[src/rtl/jtkunio_bank_arb_pkg.sv]
// jtkunio_bank_arb_pkg: FSM encoding, slot indices, bank address width and slot rotation helper
package jtkunio_bank_arb_pkg;
  localparam int BA_AW = 22;
  typedef enum logic [1:0] {IDLE = 2'd0, REQ = 2'd1, WAIT = 2'd2} state_t;
  localparam logic [1:0] SLOT_MAIN = 2'd0;
  localparam logic [1:0] SLOT_SND  = 2'd1;
  localparam logic [1:0] SLOT_PCM  = 2'd2;
  function automatic logic [1:0] next_slot(input logic [1:0] s);
    return s == SLOT_PCM ? SLOT_MAIN : s + 2'd1;
  endfunction
endpackage

[src/rtl/jtkunio_bank_arb_if.sv]
// jtkunio_bank_arb_if: SDRAM bank read port (ba_addr/ba_rd out of arbiter; ba_ack/ba_rdy/data_read back)
interface jtkunio_bank_arb_if;
  import jtkunio_bank_arb_pkg::*;
  logic [BA_AW-1:0] ba_addr;
  logic             ba_rd;
  logic             ba_ack;
  logic             ba_rdy;
  logic [15:0]      data_read;
  modport master(output ba_addr, ba_rd, input ba_ack, ba_rdy, data_read);
  modport slave(input ba_addr, ba_rd, output ba_ack, ba_rdy, data_read);
endinterface

[src/rtl/jtkunio_bank_slot.sv]
// jtkunio_bank_slot: one-word cache for a byte requester (cs/addr in; data/ok/miss out; fill port from arbiter)
module jtkunio_bank_slot #(
  parameter int AW = 16
) (
  input  logic          clk,
  input  logic          rst,
  input  logic          downloading,
  input  logic          cs,
  input  logic [AW-1:0] addr,
  output logic [7:0]    data,
  output logic          ok,
  output logic          miss,
  input  logic          fill,
  input  logic          fill_valid,
  input  logic [AW-2:0] fill_tag,
  input  logic [15:0]   fill_data
);
  logic          valid;
  logic [AW-2:0] tag;
  logic [15:0]   word;
  always_ff @(posedge clk or posedge rst)
    if (rst) begin
      valid <= 1'b0;
      tag   <= '0;
      word  <= '0;
    end else begin
      valid <= ~downloading & (fill ? fill_valid : valid);
      if (fill) begin
        tag  <= fill_tag;
        word <= fill_data;
      end
    end
  assign ok   = cs & valid & (tag == addr[AW-1:1]);
  assign miss = cs & ~ok;
  assign data = addr[0] ? word[15:8] : word[7:0];
endmodule

[src/rtl/jtkunio_bank_arb.sv]
// jtkunio_bank_arb: round-robin arbiter of main/snd/pcm cached ROM slots onto one SDRAM bank read port (bank: master modport)
module jtkunio_bank_arb
  import jtkunio_bank_arb_pkg::*;
#(
  parameter int               AW0  = 16,
  parameter int               AW1  = 15,
  parameter int               AW2  = 17,
  parameter logic [BA_AW-1:0] OFF1 = 22'h0_8000,
  parameter logic [BA_AW-1:0] OFF2 = 22'h0_C000
) (
  input  logic                  clk,
  input  logic                  rst,
  input  logic                  downloading,
  input  logic                  main_cs,
  input  logic [AW0-1:0]        main_addr,
  output logic [7:0]            main_data,
  output logic                  main_ok,
  input  logic                  snd_cs,
  input  logic [AW1-1:0]        snd_addr,
  output logic [7:0]            snd_data,
  output logic                  snd_ok,
  input  logic                  pcm_cs,
  input  logic [AW2-1:0]        pcm_addr,
  output logic [7:0]            pcm_data,
  output logic                  pcm_ok,
  jtkunio_bank_arb_if.master    bank
);
  localparam int TW = (AW0 > AW1 ? (AW0 > AW2 ? AW0 : AW2) : (AW1 > AW2 ? AW1 : AW2)) - 1;
  state_t           st, st_nx;
  logic [1:0]       gnt, gnt_nx, ptr, ptr_nx, s1, s2, pick;
  logic [TW-1:0]    ltag, ltag_nx, tag_sel;
  logic [BA_AW-1:0] addr_r, addr_nx, off_sel;
  logic             rd_r, rd_nx, disc, disc_nx, fill;
  logic [2:0]       miss;
  always_comb begin
    s1      = next_slot(ptr);
    s2      = next_slot(s1);
    pick    = miss[ptr] ? ptr : miss[s1] ? s1 : s2;
    tag_sel = pick == SLOT_MAIN ? TW'(main_addr[AW0-1:1]) :
              pick == SLOT_SND  ? TW'(snd_addr[AW1-1:1])  : TW'(pcm_addr[AW2-1:1]);
    off_sel = pick == SLOT_MAIN ? '0 : pick == SLOT_SND ? OFF1 : OFF2;
    // ack and rdy together in REQ count as ack followed by completion
    fill    = bank.ba_rdy & ((st == REQ & bank.ba_ack) | st == WAIT);
    st_nx   = st;
    gnt_nx  = gnt;
    ptr_nx  = ptr;
    ltag_nx = ltag;
    addr_nx = addr_r;
    rd_nx   = rd_r;
    // a download seen at any point of a transaction poisons its fill
    disc_nx = ~fill & st != IDLE & (disc | downloading);
    if (st == IDLE && !downloading && |miss) begin
      gnt_nx  = pick;
      ltag_nx = tag_sel;
      addr_nx = off_sel + BA_AW'(tag_sel);
      rd_nx   = 1'b1;
      st_nx   = REQ;
    end
    if (st == REQ && bank.ba_ack) begin
      rd_nx = 1'b0;
      st_nx = WAIT;
    end
    if (fill) begin
      ptr_nx = next_slot(gnt);
      st_nx  = IDLE;
    end
  end
  always_ff @(posedge clk or posedge rst)
    if (rst) begin
      st     <= IDLE;
      gnt    <= SLOT_MAIN;
      ptr    <= SLOT_MAIN;
      ltag   <= '0;
      addr_r <= '0;
      rd_r   <= 1'b0;
      disc   <= 1'b0;
    end else begin
      st     <= st_nx;
      gnt    <= gnt_nx;
      ptr    <= ptr_nx;
      ltag   <= ltag_nx;
      addr_r <= addr_nx;
      rd_r   <= rd_nx;
      disc   <= disc_nx;
    end
  assign bank.ba_addr = addr_r;
  assign bank.ba_rd   = rd_r;
  jtkunio_bank_slot #(.AW(AW0)) u_main (
    .clk(clk), .rst(rst), .downloading(downloading), .cs(main_cs), .addr(main_addr),
    .data(main_data), .ok(main_ok), .miss(miss[SLOT_MAIN]), .fill(fill & gnt == SLOT_MAIN),
    .fill_valid(~disc), .fill_tag(ltag[AW0-2:0]), .fill_data(bank.data_read)
  );
  jtkunio_bank_slot #(.AW(AW1)) u_snd (
    .clk(clk), .rst(rst), .downloading(downloading), .cs(snd_cs), .addr(snd_addr),
    .data(snd_data), .ok(snd_ok), .miss(miss[SLOT_SND]), .fill(fill & gnt == SLOT_SND),
    .fill_valid(~disc), .fill_tag(ltag[AW1-2:0]), .fill_data(bank.data_read)
  );
  jtkunio_bank_slot #(.AW(AW2)) u_pcm (
    .clk(clk), .rst(rst), .downloading(downloading), .cs(pcm_cs), .addr(pcm_addr),
    .data(pcm_data), .ok(pcm_ok), .miss(miss[SLOT_PCM]), .fill(fill & gnt == SLOT_PCM),
    .fill_valid(~disc), .fill_tag(ltag[AW2-2:0]), .fill_data(bank.data_read)
  );
endmodule

[src/flat_wrapper.sv]
// flat-port wrapper written by rule: the top's interface ports become plain ports
module jtkunio_bank_arb_flat import jtkunio_bank_arb_pkg::*;
#(
  parameter int               AW0  = 16,
  parameter int               AW1  = 15,
  parameter int               AW2  = 17,
  parameter logic [BA_AW-1:0] OFF1 = 22'h0_8000,
  parameter logic [BA_AW-1:0] OFF2 = 22'h0_C000
)
  (clk, rst, downloading, main_cs, main_addr, main_data, main_ok, snd_cs, snd_addr, snd_data, snd_ok, pcm_cs, pcm_addr, pcm_data, pcm_ok, bank_ba_addr, bank_ba_rd, bank_ba_ack, bank_ba_rdy, bank_data_read);
  jtkunio_bank_arb_if bank_i ();
  input  logic clk;
  input  logic rst;
  input  logic downloading;
  input  logic main_cs;
  input  logic [AW0-1:0] main_addr;
  output logic [7:0] main_data;
  output logic main_ok;
  input  logic snd_cs;
  input  logic [AW1-1:0] snd_addr;
  output logic [7:0] snd_data;
  output logic snd_ok;
  input  logic pcm_cs;
  input  logic [AW2-1:0] pcm_addr;
  output logic [7:0] pcm_data;
  output logic pcm_ok;
  output wire logic [$bits(bank_i.ba_addr)-1:0] bank_ba_addr;
  output wire logic [$bits(bank_i.ba_rd)-1:0] bank_ba_rd;
  input wire logic [$bits(bank_i.ba_ack)-1:0] bank_ba_ack;
  input wire logic [$bits(bank_i.ba_rdy)-1:0] bank_ba_rdy;
  input wire logic [$bits(bank_i.data_read)-1:0] bank_data_read;
  assign bank_ba_addr = bank_i.ba_addr;
  assign bank_ba_rd = bank_i.ba_rd;
  assign bank_i.ba_ack = bank_ba_ack;
  assign bank_i.ba_rdy = bank_ba_rdy;
  assign bank_i.data_read = bank_data_read;
  jtkunio_bank_arb #(.AW0(AW0), .AW1(AW1), .AW2(AW2), .OFF1(OFF1), .OFF2(OFF2)) u_core (.clk(clk), .rst(rst), .downloading(downloading), .main_cs(main_cs), .main_addr(main_addr), .main_data(main_data), .main_ok(main_ok), .snd_cs(snd_cs), .snd_addr(snd_addr), .snd_data(snd_data), .snd_ok(snd_ok), .pcm_cs(pcm_cs), .pcm_addr(pcm_addr), .pcm_data(pcm_data), .pcm_ok(pcm_ok), .bank(bank_i));
endmodule
[config.mk]
export PLATFORM = sky130hd
export DESIGN_NAME = jtkunio_bank_arb_flat
export DESIGN_NICKNAME = d
export VERILOG_FILES = /design/src/rtl/jtkunio_bank_arb_pkg.sv /design/src/rtl/jtkunio_bank_arb_if.sv /design/src/rtl/jtkunio_bank_slot.sv /design/src/rtl/jtkunio_bank_arb.sv /design/src/flat_wrapper.sv
export SDC_FILE = /design/constraint.sdc
export NUM_CORES = 1
export LEC_CHECK = 0
export ABC_AREA = 1
export BUFFER_PORTS_ARGS = -buffer_cell sky130_fd_sc_hd__buf_4
export CORE_MARGIN = 2
export CORE_UTILIZATION = 45
export DETAILED_ROUTE_END_ITERATION = 6
export HOLD_SLACK_MARGIN = 0.1
export PLACE_DENSITY = 0.67
export SETUP_SLACK_MARGIN = 0.05
export SLEW_MARGIN = 5
export SYNTH_ARGS = -nofsm -noshare
export SYNTH_HDL_FRONTEND = slang
export SYNTH_HIERARCHICAL = 1
export SYNTH_SLANG_ARGS = --single-unit
[constraint.sdc]
create_clock -name clk -period 2.6 [get_ports clk]
set_clock_uncertainty 0.15 [all_clocks]
set_input_delay 0.39 -clock clk [delete_from_list [all_inputs] [get_ports clk]]
set_output_delay 0.39 -clock clk [all_outputs]
set_load 0.01 [all_outputs]
==> results of run 1 <==
-- cell usage after synthesis --
library cell and instances:
inv_2 5, buf_4 25, a21oi_1 9, conb_1 1, nor3b_1 1, nand3b_1 6
nand4_1 16, nand2_4 1, nand3_1 23, o22ai_1 2, o211ai_1 1, nand2_1 428
o21ai_1 2, clkbuf_2 2, buf_2 11, o21ai_0 95, nor2_1 72, clkbuf_1 4
nor3_1 4, a211oi_1 2, nor3_2 1, ha_1 2, xnor2_1 1, nand2_2 2
inv_1 148, dfrtp_1 123, buf_6 5
-- per-layer routing --
layer,share of wire,track usage
met4,0.026,0.0950
met5,0,0
met3,0.072,0.0565
met2,0.44,0.380
met1,0.46,0.384
-- worst max-delay path: stages (launching register included) --
cell,delay [ns]
dfrtp_1,0.39
xnor2_1,0.30
nand2_1,0.10
nor2_1,0.12
nand3_1,0.08
nand2_1,0.06
inv_1,0.07
nand2_1,0.06
nand2_1,0.05
nand2_1,0.09
nand2_4,0.05
nand2_2,0.09
nor2_4,0.05
nand2_1,0.05
nand2_1,0.07
ha_2,0.19
ha_1,0.26
nand2_1,0.06
nand2_1,0.04
-- final cells by class --
class | count | area share
clock inverter | 6 | 0.00724
inverter | 153 | 0.0665
multi-input combinational | 673 | 0.334
timing repair buffer | 166 | 0.153
tap | 184 | 0.0266
clock buffer | 26 | 0.0566
sequential | 123 | 0.356
-- worst max path at each step --
stage                                      from                                  end  slack, ns  depth (start not counted)
2_1_floorplan  u_core/u_snd/tag[13]$_DFFE_PP0P_  u_core/bank.ba_addr[15]$_DFFE_PP0P_       0.25                         19
4_1_cts        u_core/u_snd/tag[13]$_DFFE_PP0P_  u_core/bank.ba_addr[15]$_DFFE_PP0P_       0.16                         19
5_1_grt         u_core/u_snd/tag[6]$_DFFE_PP0P_  u_core/bank.ba_addr[15]$_DFFE_PP0P_    -0.0001                         20
3_5_place_dp                        pcm_addr[7]  u_core/bank.ba_addr[15]$_DFFE_PP0P_       0.05                         17
3_3_place_gp                        pcm_addr[7]  u_core/bank.ba_addr[15]$_DFFE_PP0P_       0.07                         17
6_report        u_core/u_pcm/tag[6]$_DFFE_PP0P_  u_core/bank.ba_addr[15]$_DFFE_PP0P_       0.16                         18
-- through the flow --
| step | utilization | power (mW) | TNS [ns] |
|---|---|---|---|
| finish | 0.590 | 4.66 | 0 |
| detailed placement | 0.535 | 2.44 | 0 |
| global placement | 0.535 | 2.44 | 0 |
| floorplan | - | 2.20 | 0 |
| CTS | 0.585 | 4.69 | 0 |
| global route | 0.590 | 4.83 | -0.0000973 |
-- cell families after synthesis --
| kind of cell | count (synthesis) | share of synthesized area |
|---|---|---|
| DFF | 123 | 0.454 |
| AOI/OAI and AO/OA | 111 | 0.0834 |
| adders and majority gates | 2 | 0.00369 |
| and+or+nand+nor | 554 | 0.324 |
| xor gates and xnor gates | 1 | 0.00129 |
| buffers and inverters | 200 | 0.133 |
| other | 1 | 0.000553 |
-- power by group through the flow --
stage               clock (mW)  combinational (mW)  sequential [mW]
CTS                       2.26               0.461             1.97
detailed placement           0               0.437             2.00
global placement             0               0.437             2.00
floorplan                    0               0.214             1.98
global route              2.35               0.516             1.97
finish                    2.22               0.469             1.97
-- state kept, by name (all words and copies together), names as in the netlist --
| register | flops |
|---|---|
| u_core/u_snd/word | 16 |
| u_core/st | 2 |
| u_core/ltag | 16 |
| u_core/u_snd/valid | 1 |
| u_core/u_pcm/valid | 1 |
| u_core/u_pcm/tag | 16 |
| u_core/u_snd/tag | 14 |
| u_core/bank.ba_rd | 1 |
| u_core/gnt | 2 |
| u_core/u_main/word | 16 |
| u_core/disc | 1 |
| u_core/u_main/tag | 15 |
| u_core/ptr | 2 |
| u_core/u_main/valid | 1 |
| u_core/bank.ba_addr | 3 |
| u_core/u_pcm/word | 16 |
-- what timing repair did --
item                                    4_1_cts  5_1_grt
endpoints found under the setup margin        0        6
hold endpoints to repair                    173        0
gates resized for setup                       0       21
setup buffers                                 0        4
hold buffers                                 18        0
==> metrics.csv, run 1 <==
metric;value;unit
drt_pass1_iterations;7;
port_buffers;116;
stdcell_count;1331;
wl_per_cell;15.3;um
grt_remaining_overflow;0;
pwr-share-comb;0.101;
critPathLaunchType;flop;
hold_violations;0;
period_share;0.938;
cp.arrival;2.60;ns
clkSinkCount;123;
status;complete, but fails checks;
row_count;44;
htreeDepth;4;
routed_wl;20300;um
io_pins;122;
clock_latency;0.42;ns
cts_buffers;17;
r2r-start;u_core/u_pcm/tag[6]$_DFFE_PP0P_;
syn_area;6780;um^2
viasPerCell;4.99;
period_needed;2.44;ns
seq_area;3080;um^2
holdPathEnd;u_core/st[1]$_DFFE_PP0P_;
core_area;14600;um^2
postLayoutSetupSlackWorst;0.162;ns
r2r_slack;0.16;ns
insertedDiodeCount;0;
violations;DRC;
fin_area;8640;um^2
setup_viol;0;
ys_seq_area_frac;0.454;
die_area;16100;um^2
dp.cells;1277;
hold_slack;0.128;ns
die_y;127;um
gp_congestion;0.990;
power_switching;1.14;mW
clk_pin_slew;0.06;ns
fin_nets;1208;
p_int;3.52;mW
drv_slew;0;
syn_to_final_growth;27.5;%
antenna_found_initial;0;
ant_nets;0;
start_util;0.463;
grt_max_degree;57;
place_ws;0.0485;ns
rsz0062_at_grt;true;
root_buffer;clkbuf_16;
cp_max_fo;4;
worstHoldStart;bank_ba_rdy;
crit_type;flop to flop;
cts_tree;done;
p_per_area;539;nW/um^2
hp-class;primary input to flop;
power_frac_seq;0.422;
clkPwrFrac;0.477;
hold_depth;4;
synthTopCellsByArea;dfrtp_1 (45%), nand2_1 (24%), inv_1 (8.2%), o21ai_0 (7.0%), nor2_1 (4.0%);
grt_pass1_vias;6146;
num_vias;6642;
ys_ff_latch;123;
hpwl;15000;um
worstPathRequired;2.76;ns
timing.fmax;0.410;GHz
end_kind;flop;
drive_above_1_share;0.178;
yosysUniqueCellTypes;27;
reg2reg_to;u_core/bank.ba_addr[15]$_DFFE_PP0P_;
clock_path_buffers;2;
place_area;7830;um^2
layout_common_cells;nand2_1 (421), buf_4 (145), inv_1 (144);
synth.avg_cell_area;6.83;um^2
yosys.area.top_type;dfrtp_1;
drc;3;
grt_pass1_wl;32300;um
ir_drop;0.389;mV
ys_warn_count;6;
drv_cap;0;
yosys.area.top_type_share;0.454;
p_leak;4.76;nW
drt_iter0_drc;604;
multi_input_area;2890;um^2
syn_inst;992;
track_usage;0.261;
final_common_cell;nand2_1;
p_sw_frac;0.245;
die_x;127;um
worst_r2r_path_depth;18;
fill_cells;1419;
(Power assumes the default switching activity.)
==> run 2: changes to the inputs <==
--- a/config.mk
+++ b/config.mk
@@ -7,11 +7,13 @@
 export LEC_CHECK = 0
 export ABC_AREA = 1
 export BUFFER_PORTS_ARGS = -buffer_cell sky130_fd_sc_hd__buf_4
+export CELL_PAD_IN_SITES_DETAIL_PLACEMENT = 1
+export CELL_PAD_IN_SITES_GLOBAL_PLACEMENT = 1
 export CORE_MARGIN = 2
-export CORE_UTILIZATION = 45
+export CORE_UTILIZATION = 40
 export DETAILED_ROUTE_END_ITERATION = 6
 export HOLD_SLACK_MARGIN = 0.1
-export PLACE_DENSITY = 0.67
+export PLACE_DENSITY_LB_ADDON = 0.1
 export SETUP_SLACK_MARGIN = 0.05
 export SLEW_MARGIN = 5
 export SYNTH_ARGS = -nofsm -noshare
==> run 2 against run 1 <==
The flow now finishes without violations. Critical path depth unchanged. Final cell count is 3.2% higher. Setup slack got worse by 0.027 ns. Total power grew 0.38%. Maximum frequency decreased by 1.1%. Sequential power about the same. Clock power barely moved. Die area is 12% higher. Non-clock buffer count increased by 6. Core utilization fell by 6.1 points.
==> metrics.csv, run 2 (synthesis results as in run 1) <==
metric;value;unit;change
rsz0062_at_grt;true;;
ir_drop;0.511;mV;+31%
core_area;16600;um^2;+13%
io_pins;122;;unchanged
htreeDepth;4;;unchanged
period_share;0.948;;+0.0104
cts_tree;done;;
status;complete, no violations;;
layout_common_cells;nand2_1 (417), buf_4 (149), inv_1 (142);;
slew-limit-headroom;0.654;;
fin_nets;1214;;+0.50%
drv_slew;0;;unchanged
r2r-start;u_core/u_pcm/tag[6]$_DFFE_PP0P_;;
row_count;47;;+6.8%
clock_path_buffers;2;;unchanged
die_x;134;um;+5.9%
syn_to_final_growth;29.5;%;
final_common_cell;nand2_1;;
hp-class;primary input to flop;;
start_util;0.409;;-0.0541
grt_pass1_wl;37600;um;+16%
power;4.68;mW;+0.38%
cts_buffers;17;;unchanged
ant_nets;0;;unchanged
worst_pin_slew;0.517;ns;
root_buffer;clkbuf_16;;
r2r_slack;0.13;ns;-0.03 ns
reg2reg_to;u_core/bank.ba_addr[15]$_DFFE_PP0P_;;
hold_slack;0.119;ns;-0.00909 ns
wl_per_cell;17.6;um;+15%
hold_depth;4;;unchanged
drv_cap;0;;unchanged
grt_pass1_vias;6930;;+13%
worst_r2r_path_depth;18;;unchanged
drt_pass1_iterations;5;;-2
grt_remaining_overflow;0;;unchanged
end_kind;flop;;
worstPathRequired;2.77;ns;about the same
hpwl;17700;um;+17%
drive_above_1_share;0.192;;+0.0138
p_per_area;533;nW/um^2;-1.2%
port_buffers;116;;unchanged
drt_iter0_drc;381;;-37%
hold_violations;0;;unchanged
place_ws;-0.117;ns;-0.166 ns
postLayoutSetupSlackWorst;0.135;ns;-0.0271 ns
clk_pin_slew;0.06;ns;about the same
drc;0;;-3
crit_type;flop to flop;;
worstHoldStart;bank_ba_rdy;;
routed_wl;24200;um;+19%
track_usage;0.276;;+0.0146
p_leak;4.80;nW;+0.81%
grt_max_degree;34;;-40%
setup_viol;0;;unchanged
clock_latency;0.43;ns;about the same
die_area;18000;um^2;+12%
viasPerCell;4.98;;-0.15%
cp.arrival;2.63;ns;+0.03 ns
clkSinkCount;123;;unchanged
timing.fmax;0.406;GHz;-1.1%
period_needed;2.47;ns;+0.0271 ns
die_y;134;um;+5.9%
holdPathEnd;u_core/st[1]$_DFFE_PP0P_;;
antenna_found_initial;1;;+1
critPathLaunchType;flop;;
gp_congestion;0.870;;-12%
num_vias;6846;;+3.1%
cp_max_fo;4;;unchanged
run 2: cell count changes in the layout (fill, tap and decap cells not counted), moves of 2 or more:
| cell | change |
|---|---|
| nand2_2 | +3 |
| clkbuf_1 | -5 |
| clkinvlp_4 | +2 |
| nand2_1 | -4 |
| buf_12 | +2 |
| clkbuf_8 | -3 |
| inv_6 | +7 |
| inv_1 | -2 |
| inv_2 | +2 |
| buf_4 | +4 |
run 2: how the worst max path moves through the flow:
stage          slack, ns                              from                                  end  depth (start not counted)
2_1_floorplan       0.25  u_core/u_snd/tag[13]$_DFFE_PP0P_  u_core/bank.ba_addr[15]$_DFFE_PP0P_                         19
3_3_place_gp       -0.09                       pcm_addr[7]  u_core/bank.ba_addr[15]$_DFFE_PP0P_                         19
3_5_place_dp       -0.12                       pcm_addr[7]  u_core/bank.ba_addr[15]$_DFFE_PP0P_                         18
4_1_cts             0.11  u_core/u_main/tag[1]$_DFFE_PP0P_  u_core/bank.ba_addr[15]$_DFFE_PP0P_                         18
5_1_grt           -0.005   u_core/u_snd/tag[7]$_DFFE_PP0P_  u_core/bank.ba_addr[15]$_DFFE_PP0P_                         20
6_report            0.13   u_core/u_pcm/tag[6]$_DFFE_PP0P_  u_core/bank.ba_addr[15]$_DFFE_PP0P_                         18
run 2: area by class of cell:
cell class	instances	area [um^2]
clock buffer	18	429
sequential	123	3080
timing repair buffer	172	1390
antenna	1	2.50
clock inverter	14	113
tap	220	275
fill	2194	7810
multi-input combinational	673	2910
inverter	153	574
run 2: what timing repair did:
| action | CTS | global route |
|---|---|---|
| hold buffers | 18 | 0 |
| setup buffers | 0 | 7 |
| endpoints found under the setup margin | 3 | 19 |
| resized for setup | 1 | 29 |
| pin swaps | 0 | 13 |
| endpoints found under the hold margin | 166 | 0 |
run 2: where the power goes:
group / switching [mW] / internal (mW) / leakage, nW / total, mW
Clock: 0.984 / 1.24 / 0.251 / 2.22
Sequential: 0.0389 / 1.93 / 1.31 / 1.97
Combinational: 0.282 / 0.205 / 3.24 / 0.487
run 2: metal layers:
metal / up-vias / global-route usage / wire [um]
li1: 3293 / - / -
met1: 3351 / 0.393 / 11400
met2: 171 / 0.440 / 11200
met3: 31 / 0.0378 / 1110
met4: 0 / 0.0795 / 436
met5: - / 0 / 0
run 2: through the flow:
stage	TNS [ns]	cells	instance area, um^2	utilization
2_1_floorplan	0	996	6790	-
3_3_place_gp	-0.436	1317	7930	0.478
3_5_place_dp	-0.363	1317	7930	0.478
4_1_cts	0	1367	8660	0.522
6_report	0	1374	8780	0.529
5_1_grt	-0.00459	1374	8780	0.529
run 2: critical path, cell delays in order (launching register included):
cell and delay, ns:
dfrtp_1 0.41, xnor2_2 0.28, nand2_1 0.09, nor2_1 0.11, nand3_1 0.11, nand2_1 0.08, inv_1 0.07, nand2_1 0.06
nand2_1 0.06, nand2_2 0.07, nand2_4 0.05, nand2_4 0.08, nor2_4 0.05, nand2_1 0.06, nand2_2 0.05, ha_1 0.19
ha_1 0.27, nand2_1 0.07, nand2_1 0.05
==> run 3: changes to the inputs <==
--- a/config.mk
+++ b/config.mk
@@ -13,6 +13,7 @@
 export CORE_UTILIZATION = 40
 export DETAILED_ROUTE_END_ITERATION = 6
 export HOLD_SLACK_MARGIN = 0.1
+export MAX_ROUTING_LAYER = met4
 export PLACE_DENSITY_LB_ADDON = 0.1
 export SETUP_SLACK_MARGIN = 0.05
 export SLEW_MARGIN = 5
==> run 3 against run 2 <==
Critical path depth decreased by 1. Register-to-register slack lost 0.03 ns. Maximum frequency down 1.1%. Routed wire length is 0.66% higher. Total power barely moved. Die area is the same. Critical endpoint unchanged. Largest power group unchanged. Highest routed layer unchanged.
==> metrics.csv, run 3 (synthesis results as in run 1) <==
metric;value;unit;change
hp-class;primary input to flop;;
clkSinkCount;123;;unchanged
clock_latency;0.43;ns;about the same
routed_wl;24300;um;+0.66%
cp_max_fo;5;;+1
ir_drop;0.510;mV;-0.17%
worstPathRequired;2.76;ns;about the same
drt_iter0_drc;381;;unchanged
layout_common_cells;nand2_1 (410), buf_4 (147), inv_1 (140);;
setup_viol;0;;unchanged
core_area;16600;um^2;unchanged
start_util;0.409;;unchanged
dp.cells;1317;;unchanged
cts_tree;done;;
htreeDepth;4;;unchanged
period_share;0.958;;+0.0103
path_cells;xnor2_2, nand2_1, nor2_1, nand3_1, nand2_1, inv_2, nand3_1, nand2_1, nand2_2, nand2_4, nor2_4, nand2_1, nand2_2, ha_2, ha_4, nand2_1, nand2_1;;
worst_path_largest_cell_delay;0.41;ns;about the same
row_count;47;;unchanged
root_buffer;clkbuf_16;;
cpMostUsedCell;nand2_1;;
fin_nets;1212;;-0.16%
io_pins;122;;unchanged
fill_cells;2187;;-0.32%
ant_nets;0;;unchanged
hpwl;17700;um;unchanged
stdcell_count;1372;;-0.15%
grt_use_met1;0.395;;+0.00145
slew-limit-headroom;0.654;;about the same
p_leak;4.79;nW;-0.30%
die_y;134;um;unchanged
p_per_area;530;nW/um^2;-0.50%
track_usage;0.284;;+0.00834
met2_usage;0.439;;-0.000567
grt_remaining_overflow;0;;unchanged
grt_pass1_wl;37600;um;about the same
worst_path_max_delay_cell;dfrtp_1;;
cts_buffers;17;;unchanged
grt-busiest-layer;met2;;
final_common_cell;nand2_1;;
syn_to_final_growth;30.0;%;
worst_pin_slew;0.517;ns;-0.0000585 ns
die_x;134;um;unchanged
wl_per_cell;17.7;um;+0.80%
critPathLaunchType;flop;;
crit_type;flop to flop;;
antenna_found_initial;1;;unchanged
drv_cap;0;;unchanged
grt_max_degree;34;;unchanged
period_needed;2.49;ns;+0.0269 ns
status;complete, no violations;;
drc;0;;unchanged
clk_pin_slew;0.06;ns;about the same
grtUsageMet3;0.0423;;+0.00454
end_kind;flop;;
viasPerCell;4.98;;about the same
drt_pass1_iterations;7;;+2
num_vias;6837;;-0.13%
gp_congestion;0.884;;+1.6%
final_core_util;0.531;;+0.00226
clock_path_buffers;2;;unchanged
cp.arrival;2.66;ns;+0.03 ns
drv_slew;0;;unchanged
timing.fmax;0.401;GHz;-1.1%
hold_violations;0;;unchanged
drive_above_1_share;0.203;;+0.0116
die_area;18000;um^2;unchanged
grt_pass1_vias;6912;;-0.26%
port_buffers;116;;unchanged
## run 3: cell types whose count changed in the layout (fill, tap and decap cells not counted), sizes merged
cell,previous run,this run
buf,154,152
## run 3: area by class of cell
| type | instances | area, um^2 | share of cell area |
|---|---|---|---|
| Antenna cell | 1 | 2.50 | 0.000284 |
| Clock buffer | 18 | 429 | 0.0487 |
| Clock inverter | 14 | 113 | 0.0128 |
| Inverter | 153 | 574 | 0.0652 |
| Multi-Input combinational cell | 673 | 2970 | 0.337 |
| Sequential cell | 123 | 3080 | 0.349 |
| Tap cell | 220 | 275 | 0.0312 |
| Timing Repair Buffer | 170 | 1380 | 0.156 |
## run 3: worst paths after layout
| check | cells past startpoint | slack, ns | from | to |
|---|---|---|---|---|
| worst min register to register | 2 | 0.32 | u_core/u_snd/word[8]$_DFFE_PP0P_ | u_core/u_snd/word[8]$_DFFE_PP0P_ |
| worst min-delay path | 4 | 0.12 | bank_ba_rdy | u_core/st[1]$_DFFE_PP0P_ |
| worst max register to register | 17 | 0.11 | u_core/u_pcm/tag[6]$_DFFE_PP0P_ | u_core/bank.ba_addr[15]$_DFFE_PP0P_ |
| worst max-delay path | 17 | 0.11 | u_core/u_pcm/tag[6]$_DFFE_PP0P_ | u_core/bank.ba_addr[15]$_DFFE_PP0P_ |
| min in group asynchronous | 4 | 0.48 | rst | u_core/ltag[0]$_DFFE_PP0P_ |
| max in group asynchronous | 4 | 1.42 | rst | u_core/u_pcm/tag[10]$_DFFE_PP0P_ |
## run 3: stage by stage
stage / cell area [um^2] / setup TNS [ns] / hold slack [ns] / worst slack [ns] / total power, mW
finish: 8810 / 0 / 0.122 / 0.108 / 4.67
global route: 8810 / -0.0290 / 0.152 / -0.0290 / 4.83
CTS: 8660 / 0 / 0.119 / 0.112 / 4.70
detailed placement: 7930 / -0.363 / 0.310 / -0.117 / 2.46
global placement: 7930 / -0.436 / 0.304 / -0.0938 / 2.45
floorplan: 6790 / 0 / 0.292 / 0.249 / 2.20
## run 3: report_power, final
group / total (mW) / internal, mW / switching (mW)
combinational: 0.490 / 0.205 / 0.286
clock: 2.21 / 1.24 / 0.977
sequential: 1.97 / 1.93 / 0.0390
## run 3: metal layers
layer,up-vias,part of all wire
met5,-,0
met4,0,0.016
met3,27,0.039
met2,165,0.47
met1,3353,0.48
li1,3292,-
## run 3: critical path: cells and delay by family (launching register included)
family / cells / cell delay, ns
buffers and inverters: 1 / 0.06
DFF: 1 / 0.41
adders and majority gates: 2 / 0.40
and+or+nand+nor: 13 / 1.10
xor gates and xnor gates: 1 / 0.27
## run 3: timing repair
item	CTS	global route
setup endpoints to repair	3	19
setup buffers	0	6
pin swaps	0	17
hold buffers	18	0
resized for setup	1	45
hold endpoints to repair	166	0
